`config.mk`:
```
export PLATFORM = sky130hd
export DESIGN_NAME = button_click_decoder
export DESIGN_NICKNAME = d
export VERILOG_FILES = /design/src/rtl/button_pkg.sv /design/src/rtl/button_click_decoder_cycle_timer.sv /design/src/rtl/button_click_decoder.sv
export SDC_FILE = /design/constraint.sdc
export NUM_CORES = 1
export LEC_CHECK = 0
export ABC_AREA = 0
export BUFFER_PORTS_ARGS = -buffer_cell sky130_fd_sc_hd__buf_2
export CORE_MARGIN = 5
export CORE_UTILIZATION = 40
export CTS_CLUSTER_SIZE = 40
export DETAILED_ROUTE_END_ITERATION = 8
export GPL_ROUTABILITY_DRIVEN = 0
export SETUP_SLACK_MARGIN = 0.05
export SLEW_MARGIN = 20
export SYNTH_ARGS = -nofsm -noshare
export SYNTH_HDL_FRONTEND = slang
export SYNTH_HIERARCHICAL = 1
export SYNTH_SLANG_ARGS = --single-unit
```
`constraint.sdc`:
```
create_clock -name clk -period 2.5 [get_ports clk]
set_input_delay 0.125 -clock clk [delete_from_list [all_inputs] [get_ports clk]]
set_output_delay 0.125 -clock clk [all_outputs]
set_load 0.05 [all_outputs]
```
`src/rtl/button_pkg.sv`:
```
// Shared state encoding and default timing for the button click decoder.
package button_pkg;

  typedef enum logic [1:0] {
    IDLE  = 2'd0,
    LOCK1 = 2'd1,
    WAIT2 = 2'd2,
    LOCK2 = 2'd3
  } click_state_t;

  localparam int unsigned CLK_HZ             = 50_000_000;
  localparam int unsigned LOCKOUT_CYCLES_DEF = 50_000;      // 1 ms at CLK_HZ
  localparam int unsigned WINDOW_CYCLES_DEF  = 15_000_000;  // 300 ms at CLK_HZ

endpackage

```
`src/rtl/button_click_decoder_cycle_timer.sv`:
```
// Clearable up-counter with an equality compare against a caller-supplied terminal value.
// hit is combinational on the registered count; no handshake, counts every cycle unless cleared.
module cycle_timer #(
  parameter int unsigned CNT_W = 8
) (
  input  logic             clk,
  input  logic             rst_n,
  input  logic             clr,
  input  logic [CNT_W-1:0] term,
  output logic             hit
);

  logic [CNT_W-1:0] count;

  always_ff @(posedge clk) begin
    if (!rst_n) begin
      count <= '0;
    end else if (clr) begin
      count <= '0;
    end else begin
      count <= count + 1'b1;
    end
  end

  assign hit = (count == term);

endmodule

```
`src/rtl/button_click_decoder.sv`:
```
// Classifies press pulses into single/double clicks with a post-press bounce lockout.
// Outputs are registered one-cycle pulses; single_o lands WINDOW_CYCLES+1 after the first press, double_o one cycle after the second.
module button_click_decoder
  import button_pkg::*;
#(
  parameter int unsigned LOCKOUT_CYCLES = LOCKOUT_CYCLES_DEF,
  parameter int unsigned WINDOW_CYCLES  = WINDOW_CYCLES_DEF
) (
  input  logic clk,
  input  logic rst_n,
  input  logic press_i,
  output logic single_o,
  output logic double_o,
  output logic busy_o
);

  localparam int unsigned CNT_W = $clog2(WINDOW_CYCLES + 1);
  localparam logic [CNT_W-1:0] LOCK_TERM = CNT_W'(LOCKOUT_CYCLES - 1);
  localparam logic [CNT_W-1:0] WIN_TERM  = CNT_W'(WINDOW_CYCLES - 1);

  click_state_t     state;
  click_state_t     state_nxt;
  logic             clr;
  logic             hit;
  logic [CNT_W-1:0] term;
  logic             single_nxt;
  logic             double_nxt;
  logic             busy_nxt;

  cycle_timer #(
    .CNT_W (CNT_W)
  ) u_timer (
    .clk   (clk),
    .rst_n (rst_n),
    .clr   (clr),
    .term  (term),
    .hit   (hit)
  );

  always_ff @(posedge clk) begin
    if (!rst_n) begin
      state    <= IDLE;
      single_o <= 1'b0;
      double_o <= 1'b0;
      busy_o   <= 1'b0;
    end else begin
      state    <= state_nxt;
      single_o <= single_nxt;
      double_o <= double_nxt;
      busy_o   <= busy_nxt;
    end
  end

  always_comb begin
    state_nxt  = state;
    clr        = 1'b0;
    term       = LOCK_TERM;
    single_nxt = 1'b0;
    double_nxt = 1'b0;

    case (state)
      // Counter is held at zero while idle so the LOCK1 entry starts from 0.
      IDLE: begin
        clr = 1'b1;
        if (press_i) begin
          state_nxt = LOCK1;
        end
      end
      LOCK1: begin
        if (hit) begin
          state_nxt = WAIT2;
        end
      end
      // The counter keeps running from LOCK1, so the window is measured from the first press.
      WAIT2: begin
        term = WIN_TERM;
        if (press_i) begin
          double_nxt = 1'b1;
          state_nxt  = LOCK2;
          clr        = 1'b1;
        end else if (hit) begin
          single_nxt = 1'b1;
          state_nxt  = IDLE;
        end
      end
      LOCK2: begin
        if (hit) begin
          state_nxt = IDLE;
        end
      end
      default: begin
        state_nxt = IDLE;
        clr       = 1'b1;
      end
    endcase

    // Busy also covers the cycle in which the decision pulse is presented.
    busy_nxt = (state != IDLE) || (state_nxt != IDLE);
  end

endmodule

```
=== After elaboration in Yosys (flattened, before gate mapping) ===
Cells that the tools add are included.

* Bits of input ports: 3
* Logic and storage cells: 28
* Register bits: 29

* Reduce and logical (&&, ||, !) cells: 7
* Muxes and demuxes: 9
* Eq/ne operators: 4
* Bitwise gates (word level): 2
* Add/sub/neg operators: 1

{| class="wikitable"
|+ Operators with widths
! cell !! number
|-
| $add A24 B1 Y24 const B || 1
|-
| $eq A24 B24 Y1 || 1
|-
| $mux W24 || 1
|-
| $mux W2 || 4
|-
| $pmux W2 S4 || 1
|-
| $eq A2 B2 Y1 const B || 2
|-
| $reduce_bool A2 Y1 || 2
|-
| $reduce_or A3 Y1 || 1
|-
| $eq A2 B1 Y1 const B || 1
|-
| $logic_not A2 Y1 || 1
|-
| $mux W1 || 2
|-
| $not A1 Y1 || 2
|-
| $pmux W1 S2 || 1
|-
| $reduce_and A2 Y1 || 1
|-
| $reduce_or A2 Y1 || 1
|-
| $logic_or A1 B1 Y1 || 1
|}

=== Logic depth before layout (Yosys ltp) ===
Gate-level depths: netlist (run 1).

* Word-level depth: 8
* Gate-level depth with buffers: 8
* Depth with buffers taken out: 8

=== Hierarchy ===
Netlist (run 1), hierarchy kept.

{| class="wikitable"
|+ By module, submodules not included
! module !! cells each !! seq. area each (sq um) !! times used !! area each (sq um)
|-
| cycle_timer || 159 || 480.5 || 1 || 1343.8
|-
| button_click_decoder || 21 || 100.1 || 1 || 187.7
|}

=== Worst setup path before layout (run 1) ===
Ideal clock, no wire load.

* Path kind: register to register
* Start: reg state[1]
* End: reg state[1]
* Arrival time: 1.990 ns
* Slack: 0.419 ns
* Clock period less this slack: 2.081 ns
* Buffers on the path: 0
* Library setup time: 0.091 ns
* Cell stages (with the launch flop): 9
* Cell sequence: dfxtp_1 > nor2b_2 > inv_1 > xor2_1 > nor4_1 > nand4_1 > nor3_1 > a21oi_1 > a311oi_1

* Word-level cells in the longest chain between the ends: 6
* Elaborated cells between the ends (all ways): 11

{| class="wikitable"
|+ Ends and longest elaborated chain
! what !! line !! source
|-
| start, declared || button_click_decoder.sv:21 || <nowiki>click_state_t state;</nowiki>
|-
| start signal, assigned || button_click_decoder.sv:47 || <nowiki>state <= state_nxt;</nowiki>
|-
| $eq A2 B2 Y1 (*) || button_click_decoder.sv:61 || <nowiki>case (state)</nowiki>
|-
| $mux W24 (*) || button_click_decoder.sv:61 ||
|-
| via term[13] || button_click_decoder.sv:25 || <nowiki>logic [CNT_W-1:0] term;</nowiki>
|-
| $eq A24 B24 Y1 (*) || button_click_decoder_cycle_timer.sv:25 || <nowiki>assign hit = (count == term);</nowiki>
|-
| via hit || button_click_decoder.sv:24 || <nowiki>logic hit;</nowiki>
|-
| $mux W2 || button_click_decoder.sv:81, button_click_decoder.sv:87 ||
|-
| $mux W2 || button_click_decoder.sv:77 || <nowiki>if (press_i) begin</nowiki>
|-
| $pmux W2 S4 (*) || button_click_decoder.sv:61 ||
|}

The timed path passes the listed nets; every way through them passes the cells marked *.
A chain may end at the register's enable or synchronous reset.

=== Worst setup path after layout (run 1) ===
Same ends and word-level chain as after synthesis.

==> results list, run 1 <==
* Outcome: finished, final reports clean
- The number of hold-slack violations in the final timing report is 0.
* Die height: 71.88 um
* Number of global-route vias before repair: between 1k and 1.5k
* Mean instance size in the synthesized netlist: about 8.5 sq um
- For this design, the CTS-stage hold fixing added 0 buffers.
- Leftover overflow at the end of global routing: 0
- In the final routing, the length of wire on met1 measures approximately 1400 um.
- The count of nets left with antenna violations once routing finished came out at 0.
- CP Data Arrival Time: between 2000 and 2500 ps
- Cell depth of the worst setup path: 9
- Counting instances, the worst hold path has a depth of 3.
- TritonCTS built the clock tree.
- The later pin in the worst-skew pair is clocked with a latency of roughly 280 ps.
* Die W: 71.88 um
- Power, Total: 0.8691 mW
* Total net switching power: approximately 0.19 mW
- Leading register cell type out of synthesis: sky130_fd_sc_hd__dfxtp_1
- After synthesis, the share of cell area in mux cells is 0.
- Post-Route Setup TNS: 0 ps
- Gate power share: 0.048
- Worst Skew: 2.679 ps
* Clock slew at the register clock pins of the worst setup and hold paths: around 60 ps
- Critical path required time: 2690 ps
- On the critical path, the stage with the largest delay is an instance of sky130_fd_sc_hd__dfxtp_1.
- Num Clock Sinks: 29
* Multi-input gate area in the final layout: ~940 sq um
- Largest cells by area after synthesis: sky130_fd_sc_hd__dfxtp_1 (38%), sky130_fd_sc_hd__xor2_1 (13%), sky130_fd_sc_hd__xnor2_1 (6.9%), sky130_fd_sc_hd__a21oi_1 (4.2%), sky130_fd_sc_hd__nand3_1 (3.9%)
- Slew at the pin closest to its max-slew limit: around 820 ps
* Cell breakdown of the critical path: nor2b_2, buf_4, inv_1, xor2_1, nor4_1, nand4_1, nor3_1, a21oi_1, a311oi_1
- In the synthesized netlist the async set-or-reset flop fraction comes to 0.
- The share of the synthesized area in compound gates (AO/OA/AOI/OAI) came to 0.1070.
- Area of the die: a little over 5000 sq um
- Counting flops with a built-in enable in the synthesized netlist gives 0.
- Wire per inst: roughly 12 um
- Combined area of all synthesized cells: approximately 1500 sq um
- For this run, the total global-route usage over all layers was measured as 0.1371.
* Max Used Layer: met4
- Summed over all instances, the cell type with the most area after synthesis is sky130_fd_sc_hd__dfxtp_1.
- Buffers inserted during clock tree synthesis total 5.
- Cell count after synthesis: between 150 and 200
* Count of pins on the block boundary: 6
- Clock share of power: 0.411
* Post-Synth Simple-Gate Area: 0.2704
- STA classifies the critical path startpoint as a register.
- Final Routed Wirelength: around 3000 um
- Number of port buffers: 5
- After clock tree synthesis, the repair step resized 0 gates.
- Largest net degree at the start of global routing: 22
- Max-cap violations in this run came to 0.
- Cell depth of the worst flop-to-flop path: 9
- STA classifies the critical path endpoint as a register.
- Of the total power, the share spent switching nets is 0.2208.
- Row generation in the floorplan step produced 22 rows.
* Crit path largest cell delay: just under 400 ps
- Number of antenna violations at the first check in global routing: 0
- Number of inserted filler cells in the final layout: between 300 and 400
- For this design the static power due to leakage is 0.6057 nW.
* P_int: between 0.6 and 0.7 mW
- Layout Area Growth over Synthesis: 12.09%
- Dominant combinational cell family by area after synthesis: simple AND/OR/NAND/NOR gates
- Ys Warns: 6
- 0 antenna diodes ended up in the layout.
- The routed design uses ~150 um of met3 wire.
* Number of H-tree levels: 2
* Part of the cycle the worst path needs: 0.8516
- Final critical delay including setup and external delays: 2129 ps
- Violation count after the first detailed-routing iteration: 60
- By count the netlist is led by sky130_fd_sc_hd__dfxtp_1 (29), sky130_fd_sc_hd__xor2_1 (22), sky130_fd_sc_hd__a21oi_1 (13).
- Estimated wirelength of the detail-placed design: approximately 2300 um
- The final layout contains approximately 200 nets.
- The first global-routing pass estimated 5554 um of wire.
- Area inside the core boundary: between 3000 and 4000 sq um
* Post-route core utilization: 0.4654
* Via density: 5.153
- Number of slew-limit violations in the final report: 0
- Share of synthesized area occupied by flip-flops and latches: 0.3791
* Number of vias in the routed layout: 1278
* Total of endpoints with negative setup slack in the final report: 0
* Yosys reg bits: 29
* Routed wl met2: 1452 um
* Cell with the most instances after synthesis: sky130_fd_sc_hd__dfxtp_1
* Largest vdd supply drop: between 0.15 and 0.2 mV
* Arithmetic-cell share of the synthesized area counting full adders, half adders and majority gates: 0.008170
- Rel. slew slack: 0.4540
- Of the total power, registers draw 0.542.
- Register cell area after layout: between 500 and 600 sq um
- Area share of the largest cell type after synthesis: 0.3791
- Setup fix buffers added after clock tree synthesis: 0
- Cell variety after synth: 31
- Remaining DRCs: 0
- Dominant delay contributor by cell family on the critical path: simple AND/OR/NAND/NOR gates
- In this run the deepest clock path goes through 2 buffers.
* Starting utilization of the core area: 0.4152
- The number of buffers and inverters on the critical path is 2.
- The critical path is of the register to register type.
- Number of detailed-route iterations in the first pass: 4
- Areal power density over the cells: a little over 500 nW/um^2
- Of the total synthesized cell area, the portion taken by XOR and XNOR cells is 0.1944.
- Hold WC Path Type: primary input to register
- RSZ-0062 raised after global routing: false
* Cell chosen for the clock root: sky130_fd_sc_hd__clkbuf_8
- Largest fanout on the critical path: 11
* Fraction of layout instances using a drive strength above 1: 0.07500
- Highest achievable clock rate: ~0.47 GHz
logic make-up (layout without fill, tap and decap cells):
| group | after synthesis | in the layout |
|---|---|---|
| and+or+nand+nor | 74 | 74 |
| xor gates and xnor gates | 34 | 34 |
| DFF | 29 | 29 |
| AOI/OAI and AO/OA | 28 | 28 |
| buffers and inverters | 12 | 20 |
| other | 2 | 14 |
| adders and majority gates | 1 | 1 |
worst min-delay path, stage by stage:
cell and delay, ps:
sky130_fd_sc_hd__buf_2 110, sky130_fd_sc_hd__nor3_1 50, sky130_fd_sc_hd__nor2_1 70
path summary, 6_finish.rpt:
kind | startpoint | end | slack (ps)
max | state[1] | state[1] | 370
min | press_i | busy_o | 120
max reg2reg | state[1] | state[1] | 370
min reg2reg | u_timer/count[23] | u_timer/count[23] | 510
stage by stage:
stage	worst slack [ps]	hold WS [ps]	cell area [sq um]	cells
2_1_floorplan	419.0	244.5	1577	192
3_3_place_gp	478.7	399.4	1637	240
3_5_place_dp	396.5	408.0	1637	240
4_1_cts	378.4	121.7	1717	248
5_1_grt	61.21	153.8	1717	248
6_report	371.1	118.2	1717	248
flip-flops by register name, indices dropped and copies added (netlist names):
name,count
busy_o,1
double_o,1
single_o,1
state,2
u_timer/count,24
layer usage:
| layer | track usage | vias to the layer above |
|---|---|---|
| li1 | - | 662 |
| met1 | 0.1689 | 587 |
| met2 | 0.2224 | 24 |
| met3 | 0.04909 | 5 |
| met4 | 0.04384 | 0 |
| met5 | 0 | - |
cells in the final DEF, fill, tap and decap left out, drive strengths merged, types with 7 or more instances in the layout:
cell / synthesis / routed
a21oi: 13 / 13
clkbuf: 3 / 8
conb: 2 / 14
dfxtp: 29 / 29
nand2: 9 / 9
nand3: 13 / 13
nor2: 12 / 12
or4: 7 / 7
xnor2: 12 / 12
xor2: 22 / 22
power groups by stage:
| stage | Combinational (mW) | Sequential (mW) | Clock [mW] |
|---|---|---|---|
| floorplan | 0.0277 | 0.484 | 0 |
| global route | 0.0471 | 0.471 | 0.389 |
| finish | 0.0413 | 0.471 | 0.357 |
| CTS | 0.0417 | 0.470 | 0.370 |
| detailed placement | 0.0412 | 0.481 | 0 |
| global placement | 0.0412 | 0.480 | 0 |
final cells by class:
type                    count  share of cell area
clock buffers               8             0.04665
flip-flops and latches     29              0.3382
repair buffers              6             0.01895
multi-input cells         151              0.5481
well taps                  48             0.03499
inverters                   6             0.01312
Note: power is estimated with default switching activity, not from simulation.
==> run 2: changes to the inputs <==
GPL_TIMING_DRIVEN = 0   (was default)
clock period = 2.7 ns   (was 2.5 ns; I/O delays follow)
==> run 2 against run 1 <==
Net effect: flip-flop and latch count unchanged; setup slack better by 58 ps; core utilization up 0.98 points; combinational power down 5.1%; wire length up 6.6%; clock skew up 3.6 ps.
==> results list, run 2 (synthesis results as in run 1) <==
- The TritonCTS buffer count is 5 (unchanged).
- The total global routing track utilization was 0.1373 (was 0.1371).
- Cell chosen for the clock root: sky130_fd_sc_hd__clkbuf_8 (unchanged)
- The worst-path cell with the longest stage delay is sky130_fd_sc_hd__dfxtp_1 (unchanged).
- Estimated wirelength of the detail-placed design: 2439 um (was 2270 um)
- Register cell area after layout: 580.6 sq um (unchanged)
- The average routed wire per standard cell was 12.98 um (was 12.43 um).
- The die extent in y was 71.88 um (unchanged).
- The first element of the critical path was state[1] (unchanged).
* Detail Route Antenna Nets: 0 (unchanged)
- The register with the most flip-flops is u_timer/count (unchanged).
- The iteration-0 DRC count of the detailed router was 77 (was 60).
- The number of antenna violations at the first check in global routing was 0 (unchanged).
- Die W: 71.88 um (unchanged)
- The final wirelength was 3285 um (was 3083 um).
- CTS tree: built (unchanged)
- The effective utilization at floorplan came to 0.4152 (unchanged).
* Most frequent standard cell in the layout excluding fill and tap cells: sky130_fd_sc_hd__dfxtp_1 (unchanged)
* CP endpoint kind: register (unchanged)
- Launch point of the worst reg-to-reg path: state[1] (unchanged)
- Setup fix buffers added after clock tree synthesis: 0 (unchanged)
* Worst Skew: 6.277 ps (was 2.679 ps)
* Post-layout nets: 208 (was 203)
- The flip-flop count of the largest register, all copies and words added was 24 (unchanged).
- The via count of the first global-routing pass was 1267 (was 1243).
- Total of endpoints with negative setup slack in the final report: 0 (unchanged)
* Number of instances in the placed design: 245 (was 240)
* Final Non-Filler Cells: 253 (was 248)
- Hold buffer count at CTS: 0 (unchanged)
- The minimum clock period after layout was 2271 ps (was 2129 ps).
- Fraction of layout instances using a drive strength above 1: 0.09756 (was 0.07500)
* Largest vdd supply drop: 0.2218 mV (was 0.1934 mV)
- The number of iterations in the first detailed-routing pass came to 5 (was 4).
* Number of vias in the routed layout: 1339 (was 1278)
- The number of buffers on the longest clock path came to 2 (unchanged).
- RSZ-0062 raised after global routing: false (unchanged).
- The critical path arrival is 2460 ps (was 2320 ps).
* Type of origin of the critical path: register (unchanged)
- Largest net degree at the start of global routing: 12 (was 22)
* Post-Route Setup TNS: 0 ps (unchanged)
* Via density: 5.292 (was 5.153)
- Hold path startpoint: press_i (unchanged)
* Largest fanout on the critical path: 11 (unchanged)
- Critical path required time: 2890 ps (was 2690 ps)
* Cell breakdown of the critical path: nor2b_4, inv_1, xor2_1, nor4_1, nand4_1, nor3_1, a21oi_1, a311oi_1 (was nor2b_2, buf_4, inv_1, xor2_1, nor4_1, nand4_1, nor3_1, a21oi_1, a311oi_1)
- Layout Area Growth over Synthesis: 14.46% (was 12.09%)
* Highest achievable clock rate: 0.4404 GHz (was 0.4697 GHz)
- Multi-input gate area in the final layout: 945.9 sq um (was 940.9 sq um)
- Flop-to-flop setup slack: 430 ps (was 370 ps)
- The power density of the placed cells came to 467.3 nW/um^2 (was 506.3 nW/um^2).
- The reported leakage power is 0.6255 nW (was 0.6057 nW).
- The post-CTS resize count was 0 (unchanged).
* Number of inserted filler cells in the final layout: 383 (was 368)
- Outcome: finished, final reports clean (unchanged).
- The max-cap check violation count came to 0 (unchanged).
* Num Clock Sinks: 29 (unchanged)
- Part of the cycle the worst path needs: 0.8410 (was 0.8516)
* Hold WC Path Type: primary input to register (unchanged)
* Number of port buffers: 5 (unchanged)
- Top library cells by usage in the layout, fill and taps aside: sky130_fd_sc_hd__dfxtp_1 (29), sky130_fd_sc_hd__xor2_1 (22), sky130_fd_sc_hd__conb_1 (14) (unchanged)
- The floorplan row count is 22 (unchanged).
- The number of antenna cells inserted is 0 (unchanged).
- The remaining design rule violation count was 0 (unchanged).
* Clock insertion delay at the later pin of the skew report: 280 ps (about the same)
* First-pass GRT wire length: 5623 um (was 5554 um)
* Crit path largest cell delay: 400 ps (was 390 ps)
- Largest registers: u_timer/count: 24 flops, state: 2 flops (unchanged).
- The die area was 5166 sq um (unchanged).
* Clock slew at the register clock pins of the worst setup and hold paths: 70 ps (was 60 ps)
- Number of slew-limit violations in the final report: 0 (unchanged)
- The critical path class was register to register (unchanged).
- The I/O pin count came to 6 (unchanged).
* Final hold vios: 0 (unchanged)
- The leftover overflow at the end of global routing is 0 (unchanged).
- Area inside the core boundary: 3689 sq um (unchanged)
* Number of H-tree levels: 2 (unchanged)
[run 2: stage by stage]
stage / hold slack (ps) / setup slack, ps / cell area [sq um] / power, mW / util
global route: 132.1 / 108.6 / 1753 / 0.8485 / 0.4752
global placement: 391.4 / 271.8 / 1662 / 0.4827 / 0.4505
floorplan: 254.5 / 619.0 / 1577 / 0.4738 / -
detailed placement: 414.0 / 241.6 / 1662 / 0.4836 / 0.4505
CTS: 119.2 / 222.0 / 1748 / 0.8278 / 0.4739
finish: 125.5 / 429.2 / 1753 / 0.8191 / 0.4752
[run 2: path summary, 6_finish.rpt]
path	to	cells after the start
setup / recovery	state[1]	8
hold / removal	busy_o	3
setup reg to reg	state[1]	8
hold reg to reg	u_timer/count[23]	2
[run 2: cell type report]
cell class,instances,share of cell area
clock buffer,5,0.03926
tap,48,0.03426
clock inverter,3,0.009993
multi-input combinational,151,0.5396
sequential,29,0.3312
timing repair buffer,5,0.01428
buffer,6,0.01856
inverter,6,0.01285
[run 2: report_power, final]
group / leakage [nW] / internal (mW) / switching, mW / total (mW)
combinational: 0.347 / 0.0136 / 0.0256 / 0.0392
clock: 0.0439 / 0.177 / 0.167 / 0.344
sequential: 0.234 / 0.431 / 0.00465 / 0.436
[run 2: per-layer routing]
layer	global-route usage	routed length, um	up-vias
li1	-	-	673
met1	0.1668	1453	622
met3	0.04208	167	8
met4	0.06889	53	0
met2	0.2184	1610	36
met5	0	0	-
[run 2: critical path: cells and delay by family, from the launching register on]
kind,cells,cell delay [ps]
DFF,1,400
AOI/OAI and AO/OA,2,370
xor gates and xnor gates,1,160
and+or+nand+nor,4,1110
buffers and inverters,1,130
==> run 3: changes to the inputs <==
ABC_AREA = 1   (was 0)
clock period = 2 ns   (was 2.7 ns; I/O delays follow)
==> run 3 against run 2 <==
Net effect: global-route usage up 0.062 points; die area up 13%; core utilization is essentially flat; hold slack got worse by 70 ps; register-to-register slack got worse by 190 ps; synthesized area rose by 16%; maximum frequency increased by 29%; design area rose by 17%; largest power group unchanged; via count grew 31%; count of clock-buffer cells in the layout up 1; non-clock buffer count down 3; sequential share of layout area shrank 4.8 points.
==> results list, run 3 <==
- Post-route worst setup slack: 236.2 ps (was 429.2 ps)
- The critical path capture point type was a register (unchanged).
* Worst slack at placement: -102.3 ps (was 241.6 ps)
- Library cell contributing the largest single delay on the critical path: sky130_fd_sc_hd__dfxtp_1 (unchanged)
- Outcome: finished, final reports clean (unchanged)
* Flop-to-flop setup slack: 240 ps (was 430 ps)
* Clock slew at the register clock pins of the worst setup and hold paths: 60 ps (was 70 ps)
* Detail Route Antenna Nets: 0 (unchanged)
* Remaining DRCs: 0 (unchanged)
- The count of warnings emitted by yosys is 6 (unchanged).
- Share of synthesized area occupied by flip-flops and latches: 0.3277 (was 0.3791)
- Area share of the largest cell type after synthesis: 0.3277 (was 0.3791)
- The layout cell share with drive strength beyond 1 came to 0.08960 (was 0.09756).
- The average footprint of a synthesized cell is 5.752 sq um (was 8.508 sq um).
* Clock insertion delay at the later pin of the skew report: 280 ps (about the same)
- Flip-flop count of the largest register, all copies and words added: 24 (unchanged)
* EDFF count, synth: 0 (unchanged)
- Cell count after synthesis: 308 (was 180)
- Leftover overflow at the end of global routing: 0 (unchanged)
* Final hold vios: 0 (unchanged)
* Hold WC Path Type: primary input to register (unchanged)
- The maximum clock frequency was 0.5670 GHz (was 0.4404 GHz).
- The most instantiated library cell after synthesis is sky130_fd_sc_hd__nand2_1 (was sky130_fd_sc_hd__dfxtp_1).
- Critical path start-end classification: register to register (unchanged)
- Top library cells by usage in the layout, fill and taps aside: sky130_fd_sc_hd__nand2_1 (100), sky130_fd_sc_hd__nor2_1 (64), sky130_fd_sc_hd__inv_1 (46) (was sky130_fd_sc_hd__dfxtp_1 (29), sky130_fd_sc_hd__xor2_1 (22), sky130_fd_sc_hd__conb_1 (14))
- Overall routing resource usage: 0.1379 (was 0.1373)
* Number of antenna violations at the first check in global routing: 0 (unchanged)
- Finished layout cell area: 2057 sq um (was 1753 sq um)
* Final Routed Wirelength: 3901 um (was 3285 um)
- The root cell of the clock tree is sky130_fd_sc_hd__clkbuf_8 (unchanged).
- Number of port buffers: 5 (unchanged)
- Final critical delay including setup and external delays: 1764 ps (was 2271 ps)
- Power, Total: 1.121 mW (was 0.8191 mW)
- Number of detailed-route iterations in the first pass: 4 (was 5)
- Number of inserted filler cells in the final layout: 498 (was 383)
- Critical path required time: 2180 ps (was 2890 ps)
* Rel. slew slack: 0.6338
- The hold slack is 55.10 ps (was 125.5 ps).
- Post-route core utilization: 0.4757 (was 0.4752)
* Layout Area Growth over Synthesis: 16.10% (was 14.46%)
- The total number of clock tree sinks is 29 (unchanged).
- Type of origin of the critical path: register (unchanged)
* Share of flip-flops with an asynchronous set or reset: 0 (unchanged)
* Commonest cells post-synth: sky130_fd_sc_hd__nand2_1 (100), sky130_fd_sc_hd__nor2_1 (65), sky130_fd_sc_hd__inv_1 (46), sky130_fd_sc_hd__dfxtp_1 (29), sky130_fd_sc_hd__a21oi_1 (17) (was sky130_fd_sc_hd__dfxtp_1 (29), sky130_fd_sc_hd__xor2_1 (22), sky130_fd_sc_hd__a21oi_1 (13))
- Number of vias in the routed layout: 1750 (was 1339)
- Largest registers: u_timer/count: 24 flops, state: 2 flops (unchanged)
- The number of max-slew violations in the final report was 0 (unchanged).
* Post-layout nets: 349 (was 208)
* Cell accounting for the most synthesized area: sky130_fd_sc_hd__dfxtp_1 (unchanged)
- Starting utilization of the core area: 0.4097 (was 0.4152)
- Areal power density over the cells: 545.0 nW/um^2 (was 467.3 nW/um^2)
- Crit path largest cell delay: 380 ps (was 400 ps)
* CP Data Arrival Time: 1940 ps (was 2460 ps)
- Die height: 76.55 um (was 71.88 um)
* Maximum number of buffers from clock root to sink: 2 (unchanged)
- The number of antenna cells inserted is 0 (unchanged).
- The floorplan row count came to 24 (was 22).
- The register with the most flip-flops was u_timer/count (unchanged).
- Largest vdd supply drop: 0.4519 mV (was 0.2218 mV)
- First-pass GRT wire length: 6617 um (was 5623 um)
- Largest fanout on the critical path: 8 (was 11)
* Most frequent standard cell in the layout excluding fill and tap cells: sky130_fd_sc_hd__nand2_1 (was sky130_fd_sc_hd__dfxtp_1)
- The TritonCTS clock tree is built (unchanged).
- The cell area after placement was 1944 sq um (was 1662 sq um).
- Leading register cell type out of synthesis: sky130_fd_sc_hd__dfxtp_1 (unchanged)
- The via count of the first global-routing pass was 1567 (was 1267).
* Count of pins on the block boundary: 6 (unchanged)
- The x dimension of the die came to 76.55 um (was 71.88 um).
- The post-detailed-route via-to-cell ratio came to 4.397 (was 5.292).
- Cell breakdown of the critical path: inv_2, nor2_2, clkbuf_4, nor2_1, nor2_1, nor2_1, nand2_1, nor2_1, nand2_1, nor2_2, nand2_1, nand2_1, nand2_1, nor2_1 (was nor2b_4, inv_1, xor2_1, nor4_1, nand4_1, nor3_1, a21oi_1, a311oi_1)
- Cell variety after synth: 19 (was 31)
- The max-cap check violation count is 0 (unchanged).
- Yosys reg bits: 29 (unchanged)
- Largest cells by area after synthesis: sky130_fd_sc_hd__dfxtp_1 (33%), sky130_fd_sc_hd__nand2_1 (21%), sky130_fd_sc_hd__nor2_1 (14%), sky130_fd_sc_hd__inv_1 (9.7%), sky130_fd_sc_hd__a21oi_1 (4.8%) (was sky130_fd_sc_hd__dfxtp_1 (38%), sky130_fd_sc_hd__xor2_1 (13%), sky130_fd_sc_hd__xnor2_1 (6.9%), sky130_fd_sc_hd__a21oi_1 (4.2%), sky130_fd_sc_hd__nand3_1 (3.9%))
* Largest net degree at the start of global routing: 18 (was 12)
- Worst Skew: 10.41 ps (was 6.277 ps)
- The average routed wire per standard cell came to 9.802 um (was 12.98 um).
* Leakage component of the power: 0.8760 nW (was 0.6255 nW)
* Violation count after the first detailed-routing iteration: 117 (was 77)
- The TritonCTS buffer count is 5 (unchanged).
* Area of the die: 5860 sq um (was 5166 sq um)
* Total of endpoints with negative setup slack in the final report: 0 (unchanged)
* Slew at the pin closest to its max-slew limit: roughly 550 ps
- The share of the clock period used by the worst path was 0.8819 (was 0.8410).
- The netlist area before placement was 1772 sq um (was 1531 sq um).
- Number of H-tree levels: 2 (unchanged)
- Estimated wirelength of the detail-placed design: 2762 um (was 2439 um)
* RSZ-0062 raised after global routing: false (unchanged)
* Area inside the core boundary: 4324 sq um (was 3689 sq um)
==> run 3: changes by cell type in the layout (fill, tap and decap cells not counted), moves of 6 or more <==
cell | previous run | this run
sky130_fd_sc_hd__nand2_1 | 9 | 100
sky130_fd_sc_hd__o31ai_1 | 6 | 0
sky130_fd_sc_hd__or4_1 | 6 | 0
sky130_fd_sc_hd__or3_1 | 6 | 0
sky130_fd_sc_hd__nor2_1 | 12 | 64
sky130_fd_sc_hd__conb_1 | 14 | 24
sky130_fd_sc_hd__inv_1 | 6 | 46
sky130_fd_sc_hd__xor2_1 | 22 | 0
==> run 3: worst max-delay path: cells and delay by family (launching register included) <==
family	cells	cell delay (ps)
buffers and inverters	2	340
flip-flops	1	380
AND/OR/NAND/NOR	12	940
==> run 3: cells by family after synthesis <==
| kind of cell | count (synthesis) | share of synthesized area |
|---|---|---|
| other cells | 2 | 0.004239 |
| simple gates | 191 | 0.4371 |
| fa+ha+maj | 1 | 0.007061 |
| buf+inv | 49 | 0.1045 |
| compound gates | 29 | 0.08475 |
| flops | 29 | 0.3277 |
| xor+xnor | 7 | 0.03461 |
==> run 3: layer usage <==
layer	share of wire	global-route usage	wire length, um	vias up
met2	0.46	0.2286	1776	11
met4	0.0085	0.05594	33	0
met5	0	0	0	-
met3	0.023	0.03191	91	4
li1	-	-	-	976
met1	0.51	0.1709	2000	759
==> run 3: worst paths after layout <==
| check | start | end | cells after the start |
|---|---|---|---|
| setup / recovery | state[1] | state[1] | 14 |
| hold / removal | press_i | state[0] | 3 |
| setup reg to reg | state[1] | state[1] | 14 |
| hold reg to reg | u_timer/count[0] | u_timer/count[0] | 1 |
==> run 3: repair_timing <==
item                       CTS  global route
resized for setup            1             2
gates cloned                 0             1
hold buffers                 0             0
buffers inserted             0             2
pin swaps                    0             1
setup endpoints to repair    3             3
==> run 3: report_power, final <==
group	leakage, nW	total, mW	switching, mW	internal (mW)
combinational	0.597	0.0679	0.0448	0.0230
sequential	0.235	0.588	0.00562	0.582
clock	0.0450	0.465	0.225	0.240
==> run 3: metrics by stage <==
step                      TNS, ps  std cells
after floorplan                 0        330
after global placement     -167.7        387
after detailed placement   -157.1        387
after CTS                       0        395
after global routing            0        398
final                           0        398
==> run 3: area by class of cell <==
class / count / area, sq um / area share
tap: 52 / 65.06 / 0.03163
clock inverter: 2 / 10.01 / 0.004866
sequential: 29 / 581.8 / 0.2828
clock buffer: 6 / 72.57 / 0.03528
buffer: 1 / 5.005 / 0.002433
multi-input combinational: 253 / 1102 / 0.5359
inverter: 48 / 180.2 / 0.08759
timing repair buffer: 7 / 40.04 / 0.01946
